**src/rtl/bcd_entry_buffer.sv**
```systemverilog
// Keypad number-entry register for the RPN calculator.
// Builds a signed BCD operand one key at a time and offers it downstream on ENTER.

// Shifts a BCD word left by i_amt digits (0 or 1), inserting i_digit at the bottom.
module bcd_left_shifter #(
    parameter int unsigned NUM_DIGITS = 4
) (
    input  logic [NUM_DIGITS*4-1:0] i_num,
    input  logic [3:0]              i_digit,
    input  logic                    i_amt,
    output logic [NUM_DIGITS*4-1:0] o_num
);

    localparam int unsigned W = NUM_DIGITS * 4;

    // Single-digit shift: drop the top digit, append the new one at digit 0
    always_comb begin
        o_num = i_num;
        if (i_amt) begin
            o_num = {i_num[W-5:0], i_digit};
        end
    end

endmodule

module bcd_entry_buffer #(
    parameter int unsigned NUM_DIGITS = 4,
    parameter int unsigned CNT_W      = $clog2(NUM_DIGITS + 1)
) (
    input  logic                    i_clk,
    input  logic                    i_rst_n,
    input  logic                    i_key_valid,
    output logic                    o_key_ready,
    input  logic [3:0]              i_key,
    output logic [NUM_DIGITS*4-1:0] o_num,
    output logic                    o_neg,
    output logic [CNT_W-1:0]        o_len,
    output logic                    o_reject,
    output logic                    o_out_valid,
    input  logic                    i_out_ready,
    output logic [NUM_DIGITS*4-1:0] o_out_num,
    output logic                    o_out_neg
);

    localparam int unsigned W = NUM_DIGITS * 4;

    localparam logic [3:0] KEY_BKSP  = 4'd10;
    localparam logic [3:0] KEY_CLEAR = 4'd11;
    localparam logic [3:0] KEY_SIGN  = 4'd12;
    localparam logic [3:0] KEY_ENTER = 4'd13;
    localparam logic [3:0] DIGIT_MAX = 4'd9;

    localparam logic [CNT_W-1:0] LEN_FULL = CNT_W'(NUM_DIGITS);
    localparam logic [CNT_W-1:0] LEN_ONE  = CNT_W'(1);

    typedef enum logic [1:0] {
        IDLE  = 2'd0,
        ENTRY = 2'd1,
        HOLD  = 2'd2
    } state_t;

    state_t         state;
    logic [W-1:0]   shifted_num;

    bcd_left_shifter #(
        .NUM_DIGITS (NUM_DIGITS)
    ) u_shifter (
        .i_num   (o_num),
        .i_digit (i_key),
        .i_amt   (1'b1),
        .o_num   (shifted_num)
    );

    // Keys are only taken while nothing is being offered downstream
    assign o_key_ready = (state != HOLD);

    // Entry FSM: key decode, operand update and the downstream handshake
    always_ff @(posedge i_clk) begin
        if (!i_rst_n) begin
            state       <= IDLE;
            o_num       <= '0;
            o_neg       <= 1'b0;
            o_len       <= '0;
            o_reject    <= 1'b0;
            o_out_valid <= 1'b0;
            o_out_num   <= '0;
            o_out_neg   <= 1'b0;
        end else begin
            o_reject <= 1'b0;
            if (state == HOLD) begin
                if (i_out_ready) begin
                    o_out_valid <= 1'b0;
                    state       <= IDLE;
                end
            end else if (i_key_valid) begin
                if (i_key <= DIGIT_MAX) begin
                    if (o_len == LEN_FULL) begin
                        o_reject <= 1'b1;
                    end else if ((o_len == '0) && (i_key == 4'd0)) begin
                        state <= ENTRY;
                    end else begin
                        o_num <= shifted_num;
                        o_len <= o_len + LEN_ONE;
                        state <= ENTRY;
                    end
                end else begin
                    case (i_key)
                        KEY_BKSP: begin
                            if (o_len != '0) begin
                                o_num <= o_num >> 4;
                                o_len <= o_len - LEN_ONE;
                                if (o_len == LEN_ONE) begin
                                    o_neg <= 1'b0;
                                end
                            end
                        end
                        KEY_CLEAR: begin
                            o_num <= '0;
                            o_len <= '0;
                            o_neg <= 1'b0;
                            state <= IDLE;
                        end
                        KEY_SIGN: begin
                            if (o_len != '0) begin
                                o_neg <= ~o_neg;
                            end
                        end
                        KEY_ENTER: begin
                            if (state == IDLE) begin
                                o_reject <= 1'b1;
                            end else begin
                                o_out_num   <= o_num;
                                o_out_neg   <= o_neg;
                                o_out_valid <= 1'b1;
                                o_num       <= '0;
                                o_neg       <= 1'b0;
                                o_len       <= '0;
                                state       <= HOLD;
                            end
                        end
                        default: begin
                        end
                    endcase
                end
            end
        end
    end

endmodule

```
**config.mk**
```make
export PLATFORM = sky130hd
export DESIGN_NAME = bcd_entry_buffer
export DESIGN_NICKNAME = d
export VERILOG_FILES = /design/src/rtl/bcd_entry_buffer.sv
export SDC_FILE = /design/constraint.sdc
export NUM_CORES = 1
export LEC_CHECK = 0
export CORE_MARGIN = 2
export CORE_UTILIZATION = 52
export CTS_BUF_LIST = sky130_fd_sc_hd__clkbuf_16
export CTS_CLUSTER_DIAMETER = 150
export DETAILED_ROUTE_END_ITERATION = 8
export GPL_TIMING_DRIVEN = 1
export HOLD_SLACK_MARGIN = 0.03
export PLACE_DENSITY = 0.84
export REMOVE_ABC_BUFFERS = 1
export SYNTH_ARGS = -nofsm -noshare
export SYNTH_HDL_FRONTEND = slang
export SYNTH_SLANG_ARGS = --single-unit
```
**constraint.sdc**
```tcl
create_clock -name i_clk -period 4.3 [get_ports i_clk]
set_input_delay 0.645 -clock i_clk [delete_from_list [all_inputs] [get_ports i_clk]]
set_output_delay 0.645 -clock i_clk [all_outputs]
set_load 0.05 [all_outputs]
```
==> impl_metrics.sql <==
INSERT INTO impl_metrics (metric_group, metric, value, unit) VALUES
('sta', 'fin_crit_sh', '0.6689', ''),
('clock_network', 'clkTransAtPathRegs', '0.05', 'ns'),
('synthesis', 'synth_area_leader_cell', 'dfxtp_1', ''),
('synthesis', 'postSynthCellCount', '223', ''),
('detailed_routing', 'post_drt_wl_per_cell', '13.25', 'um'),
('clock_network', 'clock_net_sink_count', '41', ''),
('synthesis', 'post_synth_num_cell_types', '38', ''),
('power', 'leakage', '1.023', 'nW'),
('setup_path', 'critPathRequiredTime', '4.49', 'ns'),
('finish', 'design.final.nets', '275', ''),
('synthesis', 'netlist_area', '0.001947', 'mm^2'),
('floorplanning', 'ioPinCount', '48', ''),
('synthesis', 'cell_with_the_most_instances_after_synthesis', 'nand2_1', ''),
('global_route', 'grt_pass1_wl', '6.865', 'mm'),
('detailed_routing', 'detailroute.via_count', '1705', ''),
('synthesis', 'yosys.area.top_type_share', '0.4216', ''),
('clock_network', 'cts_inserted_buffers', '5', ''),
('synthesis', 'synth.area.top_cells', 'dfxtp_1 (42%), nand2_1 (12%), o211a_1 (6.7%)', ''),
('floorplanning', 'die_area', '0.004250', 'mm^2'),
('clock_network', 'clock_latency', '0.27', 'ns'),
('finish', 'antenna_fix_cells', '0', ''),
('synthesis', 'seq_total_area_yosys', '0.4216', ''),
('floorplanning', 'rows', '22', ''),
('clock_network', 'clock_tree.buffer_depth', '2', ''),
('placement', 'setup_slack_placement', '1.172', 'ns'),
('global_route', 'largest_net_degree_at_the_start_of_global_routing', '48', ''),
('setup_path', 'startpoint_type', 'input pin', ''),
('setup_path', 'r2r_slack', '2.36', 'ns'),
('floorplanning', 'die-height', '65.19', 'um'),
('power', 'fin_total_pwr', '0.9648', 'mW'),
('global_route', 'grtUsageTotal', '0.2065', ''),
('detailed_routing', 'drtIter0Drc', '78', ''),
('sta', 'drv_slew', '0', ''),
('clock_network', 'cts.repair.resized', '0', ''),
('setup_path', 'critPathLaunch', 'i_key[3]', ''),
('placement', 'dpl.hpwl', '2.687', 'mm'),
('detailed_routing', 'detail-route-antenna-nets', '0', ''),
('finish', 'num-fill-cells', '311', ''),
('sta', 'worstMarginPinSlew', '0.9897', 'ns'),
('sta', 'timing.final.hold_violations', '0', ''),
('clock_network', 'cts_tree', 'done', ''),
('sta', 'min_period', '2.876', 'ns'),
('clock_network', 'cts_htree_levels', '2', ''),
('floorplanning', 'die_width', '65.19', 'um'),
('synthesis', 'average_size_of_a_mapped_cell', '8.730', 'um^2'),
('global_route', 'vias_in_the_first_global_route', '1474', ''),
('detailed_routing', 'first_pass_iters', '5', ''),
('sta', 'setup_slack', '1.424', 'ns'),
('status', 'run_status', 'finished, final reports clean', ''),
('setup_path', 'setup.worst_path.end', 'o_len[2]', ''),
('setup_path', 'r2r_start', 'o_len[0]', ''),
('sta', 'finClkSkew', '0.002102', 'ns'),
('synthesis', 'synth.cells.most_frequent', 'nand2_1 (60), dfxtp_1 (41), o211a_1 (13)', ''),
('finish', 'area_growth_syn_to_layout', '29.76', '%'),
('setup_path', 'crit_path_max_fanout', '20', ''),
('setup_path', 'worst-endpoint-arrival', '3.06', 'ns'),
('detailed_routing', 'postRouteWirelength', '4.107', 'mm'),
('finish', 'post_route_cells_drive_above_1_share', '0.04198', ''),
('sta', 'final-setup-viol-count', '0', ''),
('finish', 'final_core_utilization', '0.6952', ''),
('placement', 'place_congestion', '0.8472', ''),
('worst_hold_path', 'hold_path.class', 'flip-flop to flip-flop', ''),
('power', 'max-vdd-ir-drop', '264.5', 'uV'),
('worst_hold_path', 'whs_path_depth', '2', ''),
('clock_network', 'cts_setup_buffers', '0', ''),
('synthesis', 'synth.ff_latch_count', '41', ''),
('sta', 'rsz_0062_raised_after_global_routing', 'false', ''),
('detailed_routing', 'number_of_remaining_drc_errors', '0', ''),
('setup_path', 'worstReg2RegEnd', 'o_len[2]', ''),
('placement', 'buffer_ports.inserted', '47', ''),
('run', 'timing.max_cap.violations', '0', '');
==> layout make-up <==
type,instances,area [um^2],share of cell area
clock buffers,5,125.1,0.04953
multi-input cells,161,1007,0.3987
well taps,48,60.06,0.02377
clock inverters,1,5.005,0.001981
flip-flops and latches,41,820.8,0.3249
inverters,4,15.01,0.005944
repair buffers,50,493.0,0.1951
==> power breakdown <==
group	total (mW)	internal, mW	switching [mW]
clock network	0.334	0.207	0.128
logic	0.207	0.0769	0.130
registers	0.424	0.400	0.0241
==> per-stage QoR <==
stage	instance area [um^2]	instances	hold WS, ns
6_report	2526	310	0.4483
5_1_grt	2526	310	0.4695
4_1_cts	2526	310	0.4513
3_5_place_dp	2396	304	0.4439
3_3_place_gp	2396	304	0.4395
2_1_floorplan	1843	206	0.4858
==> critical path, cell delays in order <==
cell and delay [ns]:
clkdlybuf4s50_1 0.74, o21ai_1 0.42, and3_1 0.39, nor4_4 0.30
buf_4 0.27, nand2_1 0.09, o32ai_2 0.21
==> metal layers <==
layer / track usage / vias up / part of all wire
met5: 0 / - / 0
li1: - / 862 / -
met3: 0.05479 / 2 / 0.057
met2: 0.3278 / 48 / 0.47
met1: 0.2740 / 793 / 0.47
met4: 0.06510 / 0 / 0.0080
==> how the worst min path moves through the flow <==
stage	end	slack (ns)	from
floorplan	state[1]	0.49	state[1]
global placement	o_out_num[7]	0.44	o_out_num[7]
detailed placement	o_out_num[7]	0.44	o_out_num[7]
CTS	o_out_num[7]	0.45	o_out_num[7]
global route	o_out_num[7]	0.47	o_out_num[7]
finish	o_out_num[12]	0.45	o_out_num[12]
==> cells by family after synthesis <==
logic type	synth area share
AND/OR/NAND/NOR	0.2243
AO/OA/AOI/OAI	0.2577
flip-flops	0.4216
buffers and inverters	0.06105
adder cells (fa/ha/maj)	0.02571
XOR/XNOR	0.004500
multiplexers	0.005142
==> cell usage in the layout, fill, tap and decap left out, drive strengths merged, types with 5 or more instances in the layout <==
| master | netlist | layout |
|---|---|---|
| nand2 | 60 | 60 |
| clkbuf | 5 | 5 |
| a22oi | 10 | 10 |
| o21ai | 7 | 7 |
| nor2b | 6 | 6 |
| dfxtp | 41 | 41 |
| clkdlybuf4s50 | 0 | 47 |
| o211a | 13 | 13 |
| o2bb2ai | 5 | 5 |
| nand3 | 6 | 6 |
| a21boi | 18 | 18 |
==> registers in the layout (all words and copies together), names as in the netlist <==
name	count
o_out_num	16
o_len	3
state	2
o_reject	1
o_num	16
o_neg	1
o_out_neg	1
o_out_valid	1
No activity file was read; power rests on OpenSTA's default activity.
